==> src/rtl/cpu_run_io_wrapper.sv <==
// Run-control and output-capture wrapper between board I/O and the CPU core.
// Gates the core enable, buffers retired results in a show-ahead FIFO and drives board outputs.
module cpu_run_io_wrapper #(
  parameter int DATA_W = 8,
  parameter int PC_W   = 8,
  parameter int FLAG_W = 4,
  parameter int DEPTH  = 8,
  parameter int N_OUT  = 3
) (
  input  logic                 CLK,
  input  logic                 ASYN_CLR,
  input  logic                 RUN_REQ,
  input  logic                 STEP_REQ,
  input  logic                 BRK_EN,
  input  logic [PC_W-1:0]      BRK_PC,
  output logic                 CORE_EN,
  input  logic [PC_W-1:0]      CORE_PC,
  input  logic [DATA_W-1:0]    CORE_RESULT,
  input  logic                 CORE_OUT_VLD,
  input  logic [FLAG_W-1:0]    CORE_FLAGS,
  input  logic                 CORE_DOUT,
  output logic                 RD_VLD,
  output logic [DATA_W-1:0]    RD_DATA,
  input  logic                 RD_RDY,
  output logic                 OVF,
  output logic [1:0]           STATE,
  input  logic [2*N_OUT-1:0]   CH_SEL,
  output logic [N_OUT-1:0]     OUT_CH
);

  localparam int AW = $clog2(DEPTH);
  localparam int CW = AW + 1;
  localparam logic [CW-1:0] FULL_CNT = CW'(DEPTH);
  localparam logic [AW-1:0] PTR_ONE  = AW'(1);
  localparam logic [CW-1:0] CNT_ONE  = CW'(1);

  typedef enum logic [1:0] {
    S_IDLE = 2'd0,
    S_RUN  = 2'd1,
    S_STEP = 2'd2,
    S_HALT = 2'd3
  } state_t;

  state_t state_q, state_d;
  logic   step_q;
  logic   step_edge, brk_hit;
  logic   unused_flags;

  assign unused_flags = ^CORE_FLAGS;
  assign step_edge    = STEP_REQ & ~step_q;
  assign brk_hit      = BRK_EN & (CORE_PC == BRK_PC);
  assign CORE_EN      = ((state_q == S_RUN) & ~brk_hit) | (state_q == S_STEP);
  assign STATE        = state_q;

  // step_q resets high so a STEP_REQ held through reset release is not an edge
  always_ff @(posedge CLK or negedge ASYN_CLR) begin
    if (!ASYN_CLR) begin
      state_q <= S_IDLE;
      step_q  <= 1'b1;
    end else begin
      state_q <= state_d;
      step_q  <= STEP_REQ;
    end
  end

  always_comb begin
    state_d = state_q;
    unique case (state_q)
      S_IDLE: begin
        if (RUN_REQ)        state_d = S_RUN;
        else if (step_edge) state_d = S_STEP;
      end
      S_RUN: begin
        if (!RUN_REQ)       state_d = S_IDLE;
        else if (brk_hit)   state_d = S_HALT;
      end
      S_STEP:               state_d = S_IDLE;
      S_HALT: begin
        if (!RUN_REQ)       state_d = S_IDLE;
        else if (step_edge) state_d = S_STEP;
      end
      default:              state_d = S_IDLE;
    endcase
  end

  // Show-ahead FIFO. When full, a write only lands if a read frees a slot in the same cycle.
  logic [DATA_W-1:0] mem [DEPTH];
  logic [AW-1:0]     wr_ptr, rd_ptr;
  logic [CW-1:0]     count;
  logic              wr, rd, full, do_wr;

  assign wr      = CORE_OUT_VLD & CORE_EN;
  assign rd      = RD_VLD & RD_RDY;
  assign full    = (count == FULL_CNT);
  assign do_wr   = wr & (~full | rd);
  assign RD_VLD  = (count != '0);
  assign RD_DATA = mem[rd_ptr];

  always_ff @(posedge CLK or negedge ASYN_CLR) begin
    if (!ASYN_CLR) begin
      for (int i = 0; i < DEPTH; i++) mem[i] <= '0;
      wr_ptr <= '0;
      rd_ptr <= '0;
      count  <= '0;
      OVF    <= 1'b0;
    end else begin
      if (do_wr) begin
        mem[wr_ptr] <= CORE_RESULT;
        wr_ptr      <= wr_ptr + PTR_ONE;
      end
      if (rd) rd_ptr <= rd_ptr + PTR_ONE;
      if (do_wr && !rd)      count <= count + CNT_ONE;
      else if (!do_wr && rd) count <= count - CNT_ONE;
      if (wr && full && !rd) OVF <= 1'b1;
    end
  end

  logic [N_OUT-1:0] out_d;

  always_comb begin
    out_d = '0;
    for (int i = 0; i < N_OUT; i++) begin
      unique case (CH_SEL[2*i +: 2])
        2'd0: out_d[i] = CORE_DOUT;
        2'd1: out_d[i] = CORE_EN;
        2'd2: out_d[i] = OVF;
        2'd3: out_d[i] = CORE_FLAGS[0];
        default: out_d[i] = 1'b0;
      endcase
    end
  end

  always_ff @(posedge CLK or negedge ASYN_CLR) begin
    if (!ASYN_CLR) OUT_CH <= '0;
    else           OUT_CH <= out_d;
  end

endmodule

==> config.mk <==
export PLATFORM = sky130hd
export DESIGN_NAME = cpu_run_io_wrapper
export DESIGN_NICKNAME = d
export VERILOG_FILES = /design/src/rtl/cpu_run_io_wrapper.sv
export SDC_FILE = /design/constraint.sdc
export NUM_CORES = 1
export LEC_CHECK = 0
export CAP_MARGIN = 10
export CORE_UTILIZATION = 55
export DETAILED_ROUTE_END_ITERATION = 12
export GPL_TIMING_DRIVEN = 0
export PLACE_DENSITY = 0.88
export SETUP_SLACK_MARGIN = 0.02
export SYNTH_ARGS = -nofsm -noshare
export SYNTH_HDL_FRONTEND = slang
export SYNTH_SLANG_ARGS = --single-unit
==> constraint.sdc <==
create_clock -name CLK -period 4.5 [get_ports CLK]
set_input_delay 0.675 -clock CLK [delete_from_list [all_inputs] [get_ports CLK]]
set_output_delay 0.675 -clock CLK [all_outputs]
set_load 0.02 [all_outputs]
# Yosys cells after proc, flatten, opt, wreduce, memory -nomap -nowiden
# Cells that the tools add are included.
[totals]
out_inout_bits = 16
wordCells = 80
in_bits = 42
regBits = 81
[classes]
n_reduce_logical = 13
bitwise = 13
muxes = 17
n_eq_ne = 15
n_lt_le_gt_ge = 3
addsub = 4
[op_table]
columns = ["cell", "count"]
rows = [
  ["64-bit bitwise mux", 1],
  ["8-bit binary-select mux with 3-bit select", 1],
  ["8-bit demux with 3-bit select", 1],
  ["8-bit 2-to-1 mux", 3],
  ["2-bit equality test (second input constant)", 8],
  ["1-bit case mux with 4 select lines", 3],
  ["2-bit 2-to-1 mux", 5],
  ["2-bit by 1-bit equality test with 1-bit output (second input constant)", 4],
  ["8-bit equality test", 1],
  ["4-bit >= comparator (second input constant)", 2],
  ["2-bit logical NOT", 4],
  ["4-bit 2-to-1 mux", 2],
  ["3-bit inverter with 4-bit output", 2],
  ["2-bit case mux with 4 select lines", 1],
  ["3-bit by 1-bit adder with 3-bit output (second input constant)", 2],
  ["1-bit bitwise AND", 6],
  ["1-bit logical AND", 5],
  ["4-bit by 1-bit adder with 4-bit output (second input constant)", 1],
  ["4-bit equality test (second input constant)", 1],
  ["4-bit by 1-bit less-than comparator with 1-bit output (second input constant)", 1],
  ["4-bit nonzero test", 1],
  ["4-bit by 1-bit subtractor with 4-bit output (second input constant)", 1],
  ["3-bit inequality test (second input constant)", 1],
  ["1-bit inverter", 3],
  ["other kinds (3)", 5],
]

# Depth between registers and ports, before layout
[logic_depth]
ltp_word = 11
mapped_depth = 13
depth_no_buf = 12

# Worst setup path before layout
# No wires, ideal clock.
[synth_timing]
kind = "input to register"
startpoint = "input BRK_PC[4]"
endpoint = "register count[3]"
n_path_buf = 1
setup_ns = 0.125
required_ns = 4.375
arrival_time_ns = 2.869
setup_slack_ns = 1.505
stages = 13
path_cell_list = "xnor2_1 nand3_1 nor4_1 buf_1 nor2_1 ha_1 inv_1 ha_1 a21o_1 a21oi_1 xnor2_1 nor2_1 xnor2_1"
[synth_via]
elab_chain_len = 10
elab_cells_between_ends = 12
cone_classes = "eq/ne (1); mux (1); bitwise (6); reduce/logical (4)"
[synth_rtl]
columns = ["item", "line_no", "text"]
rows = [
  ["from (decl)", "15", "input logic [PC_W-1:0] BRK_PC,"],
  ["8-bit equality test (*)", "51", "assign brk_hit = BRK_EN & (CORE_PC == BRK_PC);"],
  ["1-bit bitwise AND (*)", "51", ""],
  ["1-bit inverter (*)", "52", "assign CORE_EN = ((state_q == S_RUN) & ~brk_hit) | (state_q == S_STEP);"],
  ["1-bit bitwise AND (*)", "52", ""],
  ["1-bit bitwise OR (*)", "52", ""],
  ["1-bit bitwise AND (*)", "92", "assign wr = CORE_OUT_VLD & CORE_EN;"],
  ["1-bit bitwise AND (*)", "95", "assign do_wr = wr & (~full | rd);"],
  ["net do_wr", "90", "logic wr, rd, full, do_wr;"],
  ["1-bit logical NOT", "113", "else if (!do_wr && rd) count <= count - CNT_ONE;"],
  ["1-bit logical AND", "113", ""],
  ["2-bit nonzero test (no source line)", "-", ""],
  ["to (signal assigned)", "112", "if (do_wr && !rd) count <= count + CNT_ONE;"],
  ["to (signal assigned)", "113", ""],
  ["to (decl)", "89", "logic [CW-1:0] count;"],
]
# The timed path passes the listed nets; every way through them passes the cells marked *.
# A chain may end at the register's enable or synchronous reset.

# Final worst setup path
[layout_timing]
startpoint = "register rd_ptr[0]"
endpoint = "output RD_DATA[0]"
[layout_via]
elab_chain_len = 4
[layout_rtl]
columns = ["item", "line_no", "text"]
rows = [
  ["from (decl)", "88", "logic [AW-1:0] wr_ptr, rd_ptr;"],
  ["from (signal assigned)", "111", "if (rd) rd_ptr <= rd_ptr + PTR_ONE;"],
  ["3-bit inverter with 4-bit output (not written as such)", "97", "assign RD_DATA = mem[rd_ptr];"],
  ["8-bit binary-select mux with 3-bit select", "97", ""],
  ["8-bit 2-to-1 mux (not written as such) (2 in series)", "97", ""],
  ["to (decl)", "23", "output logic [DATA_W-1:0] RD_DATA,"],
]
# Every way passes these cells. The select of a mux whose other input is x is not followed.

==> metrics.txt <==
# TYPE chip_impl_metric gauge
chip_impl_info{name="run_status",value="finished, final reports clean"} 1
chip_impl_metric{name="drt_iter0_markers",unit=""} 130
chip_impl_metric{name="finalSetupViolations",unit=""} 0
chip_impl_metric{name="wirelength",unit="um"} 7510
chip_impl_metric{name="syn-cell-area",unit="mm2"} 0.00386
chip_impl_info{name="worstSetupStartpoint",value="rd_ptr[0]"} 1
chip_impl_metric{name="grt_start_max_net_pins",unit=""} 70
chip_impl_metric{name="p_comb_share",unit="%"} 45.0
chip_impl_metric{name="timing.clock.skew",unit="ns"} 0.00633
chip_impl_metric{name="period_minus_slack",unit="ns"} 3.77
chip_impl_metric{name="whs",unit="ns"} 0.167
chip_impl_metric{name="slew_headroom",unit="%"} 16.8
chip_impl_metric{name="p_sw",unit="W"} 0.00100
chip_impl_metric{name="syn_to_final_growth",unit="%"} 22.2
chip_impl_info{name="timing.setup.critical_path_class",value="flop to output port"} 1
chip_impl_metric{name="placementRows",unit=""} 30
chip_impl_metric{name="route.detailed.drc",unit=""} 0
chip_impl_metric{name="antenna_found_initial",unit=""} 0
chip_impl_info{name="synth_top_flop_cell",value="dfrtp_1"} 1
chip_impl_metric{name="pre_cts_ws",unit="ns"} 0.758
chip_impl_metric{name="clkTransAtPathRegs",unit="ns"} 0.08
chip_impl_info{name="crit_family",value="buffers and inverters"} 1
chip_impl_metric{name="power_frac_seq",unit="%"} 40.3
chip_impl_metric{name="route.antenna.remaining_nets",unit=""} 0
chip_impl_info{name="cp_slowest_cell",value="clkbuf_1"} 1
chip_impl_metric{name="clk_lat_worst_skew",unit="ns"} 0.35
chip_impl_metric{name="p_sw_share",unit="%"} 32.2
chip_impl_metric{name="die_x",unit="um"} 85.8
chip_impl_metric{name="htree_levels",unit=""} 3
chip_impl_metric{name="maximum_achievable_frequency",unit="GHz"} 0.265
chip_impl_metric{name="cts_resized",unit=""} 0
chip_impl_metric{name="globalplace.congestion",unit=""} 0.736
chip_impl_metric{name="timing_max_transition_violations_final",unit=""} 0
chip_impl_metric{name="clock_tree_buf_depth",unit=""} 2
chip_impl_metric{name="ys_seq_area_share",unit="%"} 52.5
chip_impl_metric{name="cts_hold_buffers",unit=""} 0
chip_impl_metric{name="dp.final_hpwl",unit="um"} 5090
chip_impl_metric{name="intPower",unit="W"} 0.00211
chip_impl_metric{name="syn_area_per_cell",unit="um2"} 15.7
chip_impl_info{name="cts.root.buffer_cell",value="clkbuf_8"} 1
chip_impl_metric{name="synth.net_count",unit=""} 294
chip_impl_info{name="cells_along_the_critical_path",value="clkbuf_1 -> buf_2 -> mux4_2 -> mux2_2 -> clkdlybuf4s50_1"} 1
chip_impl_metric{name="clock_power_share",unit="%"} 14.7
chip_impl_metric{name="finalInstanceArea",unit="mm2"} 0.00472
chip_impl_metric{name="max_stage_delay",unit="ns"} 0.55
chip_impl_metric{name="via_per_inst",unit=""} 5.61
chip_impl_metric{name="nets",unit=""} 361
chip_impl_metric{name="post_route_cells_drive_above_1_share",unit="%"} 38.5
chip_impl_metric{name="numCtsBuffers",unit=""} 9
chip_impl_metric{name="critical_path.max_fanout",unit=""} 10
chip_impl_metric{name="placeable_core_region",unit="mm2"} 0.00679
chip_impl_info{name="hold_class",value="input pin to asynchronous set/reset pin"} 1
chip_impl_metric{name="final_setup_margin",unit="ns"} 0.725
chip_impl_metric{name="post_synth_edffs",unit=""} 0
chip_impl_metric{name="effective_utilization_at_floorplan",unit="%"} 56.8
chip_impl_metric{name="wire_length_of_the_first_global_routing_pass",unit="um"} 12600
chip_impl_info{name="cts_tree",value="built"} 1
chip_impl_metric{name="final_cell_count_no_fill",unit=""} 413
chip_impl_metric{name="io_pins",unit=""} 58
chip_impl_metric{name="first_global_vias",unit=""} 2433
chip_impl_metric{name="r2r_slack",unit="ns"} 1.49
chip_impl_metric{name="route.vias.total",unit=""} 2316
chip_impl_metric{name="asyncSetResetFlopFracSynth",unit="%"} 100
chip_impl_metric{name="worst-slew-pin-transition",unit="ns"} 1.24
chip_impl_metric{name="fin_crit_sh",unit="%"} 83.9
chip_impl_info{name="setup.worst_path.start_class",value="flop"} 1
chip_impl_metric{name="globalRoute.totalOverflow",unit=""} 0
chip_impl_info{name="setup_repair_after_global_routing_missed_its_margin",value="false"} 1
chip_impl_metric{name="synth_cell_types",unit=""} 34
chip_impl_info{name="r2r_start",value="count[1]"} 1
chip_impl_metric{name="dieArea",unit="mm2"} 0.00736
chip_impl_metric{name="port-buffer-count",unit=""} 54
chip_impl_metric{name="cts_post_setup_buffers_inserted",unit=""} 0
chip_impl_metric{name="total_leakage_power",unit="nW"} 1.92
chip_impl_metric{name="critical_path_buf_inv_count",unit=""} 3
chip_impl_metric{name="arrival_time_worst_endpoint",unit="ns"} 3.10
chip_impl_metric{name="antenna-diode-count",unit=""} 0
chip_impl_metric{name="yosysWarningCount",unit=""} 0
chip_impl_info{name="worstSetupEndpointType",value="output port"} 1
chip_impl_metric{name="postPlaceCellArea",unit="mm2"} 0.00455
chip_impl_metric{name="dp.cells",unit=""} 397
chip_impl_metric{name="synthesis.instances",unit=""} 246
chip_impl_metric{name="max-vdd-ir-drop",unit="mV"} 0.278
chip_impl_metric{name="required_time_at_the_endpoint_of_the_critical_path",unit="ns"} 3.83
chip_impl_metric{name="power-per-cell-area",unit="mW/mm2"} 659
chip_impl_metric{name="max_cap_viol_count",unit=""} 0
chip_impl_metric{name="overall_global_routing_usage",unit="%"} 23.1
chip_impl_metric{name="fill_cells",unit=""} 472
chip_impl_metric{name="cts_num_sinks",unit=""} 81
chip_impl_metric{name="final-hold-violation-count",unit=""} 0
chip_impl_metric{name="synth.ff_latch_count",unit=""} 81
chip_impl_metric{name="post_drt_wl_per_cell",unit="um"} 18.2
chip_impl_metric{name="iteration_count_of_the_initial_detailed_routing_pass",unit=""} 4
chip_impl_metric{name="chipHeight",unit="um"} 85.8
-- power groups by stage --
stage	clock, W	sequential (W)	combinational, W
global placement	0	0.00124	0.00138
finish	0.000456	0.00125	0.00140
CTS	0.000462	0.00125	0.00142
detailed placement	0	0.00126	0.00141
global route	0.000500	0.00129	0.00151
floorplan	0	0.00121	0.00101
-- sequential cells by signal, summed over array words and instances, names as in the netlist --
signal  flops
wr_ptr      3
OUT_CH      3
count       4
step_q      1
STATE       2
rd_ptr      3
OVF         1
mem        64
-- worst register-to-register path, cell delays in order, from the launching register on --
cell and delay (ns):
dfrtp_1 0.43, or3_1 0.46, o311ai_4 0.55, nor2_1 0.20, ha_1 0.25, inv_1 0.11
ha_1 0.24, a21o_1 0.18, a21oi_1 0.17, xnor2_1 0.13, nor2_1 0.06, xnor2_1 0.12
-- path summary, 6_finish.rpt --
check / end / cells past startpoint
max in group asynchronous: step_q / 2
hold / removal: mem[28] / 1
setup reg to reg: count[3] / 11
hold reg to reg: mem[33] / 1
setup / recovery: RD_DATA[0] / 5
min in group CLK: mem[33] / 1
-- synth_stat cells, types with 2 or more instances --
| cell | number | area, um2 |
|---|---|---|
| a21oi_1 | 2 | 10.0 |
| buf_1 | 3 | 11.3 |
| clkbuf_1 | 2 | 7.51 |
| dfrtp_1 | 80 | 2000 |
| ha_1 | 5 | 62.6 |
| inv_1 | 4 | 15.0 |
| mux2_2 | 75 | 845 |
| mux4_2 | 19 | 428 |
| nand2_1 | 4 | 15.0 |
| nand2b_1 | 4 | 25.0 |
| nand3_1 | 3 | 15.0 |
| nor2_1 | 2 | 7.51 |
| nor4_2 | 6 | 75.1 |
| or3_1 | 2 | 12.5 |
| xnor2_1 | 15 | 131 |
| xor2_1 | 2 | 17.5 |
-- area by class of cell --
| cell class | instances | area (um2) | area share [%] |
|---|---|---|---|
| multi-input combinational | 155 | 1790 | 38.0 |
| clock buffer | 12 | 145 | 3.08 |
| inverter | 4 | 15.0 | 0.318 |
| sequential | 81 | 2030 | 43.0 |
| clock inverter | 3 | 17.5 | 0.371 |
| buffer | 6 | 23.8 | 0.504 |
| tap | 96 | 120 | 2.55 |
| timing repair buffer | 56 | 573 | 12.2 |
-- metrics by stage --
stage               setup TNS [ns]  power [W]  util (%)
floorplan                        0    0.00222         -
CTS                              0    0.00313      69.3
global placement             -2.35    0.00262      66.5
global route                     0    0.00331      69.4
finish                           0    0.00311      69.4
detailed placement               0    0.00268      66.9
-- cell families (layout without fill, tap and decap cells) --
logic type,after synthesis,in the layout,share of synthesized area [%]
AOI/OAI and AO/OA,8,8,1.91
DFF,81,81,52.5
xor gates and xnor gates,17,17,3.86
adders and majority gates,6,6,2.14
muxes,95,95,33.2
buffers and inverters,10,81,1.00
and+or+nand+nor,29,29,5.32
-- layer usage --
layer	GRT usage (%)	part of all wire, %
met1	32.6	45
met2	36.1	50
met3	5.00	3.0
met4	8.18	2.0
met5	0	0
-- cell usage in the layout, fill, tap and decap left out, types with 2 or more instances in the layout --
cell and instances:
dfrtp_1 80, mux2_2 75, clkdlybuf4s50_1 53, mux4_2 19, xnor2_1 15, clkbuf_8 10
nor4_2 6, ha_1 5, inv_1 4, nand2_1 4, nand2b_1 4, clkbuf_1 4
nand3_1 3, buf_1 3, or3_1 2, xor2_1 2, nor2_1 2, a21oi_1 2
clkinv_2 2, buf_4 2
No activity file was read; power rests on OpenSTA's default activity.
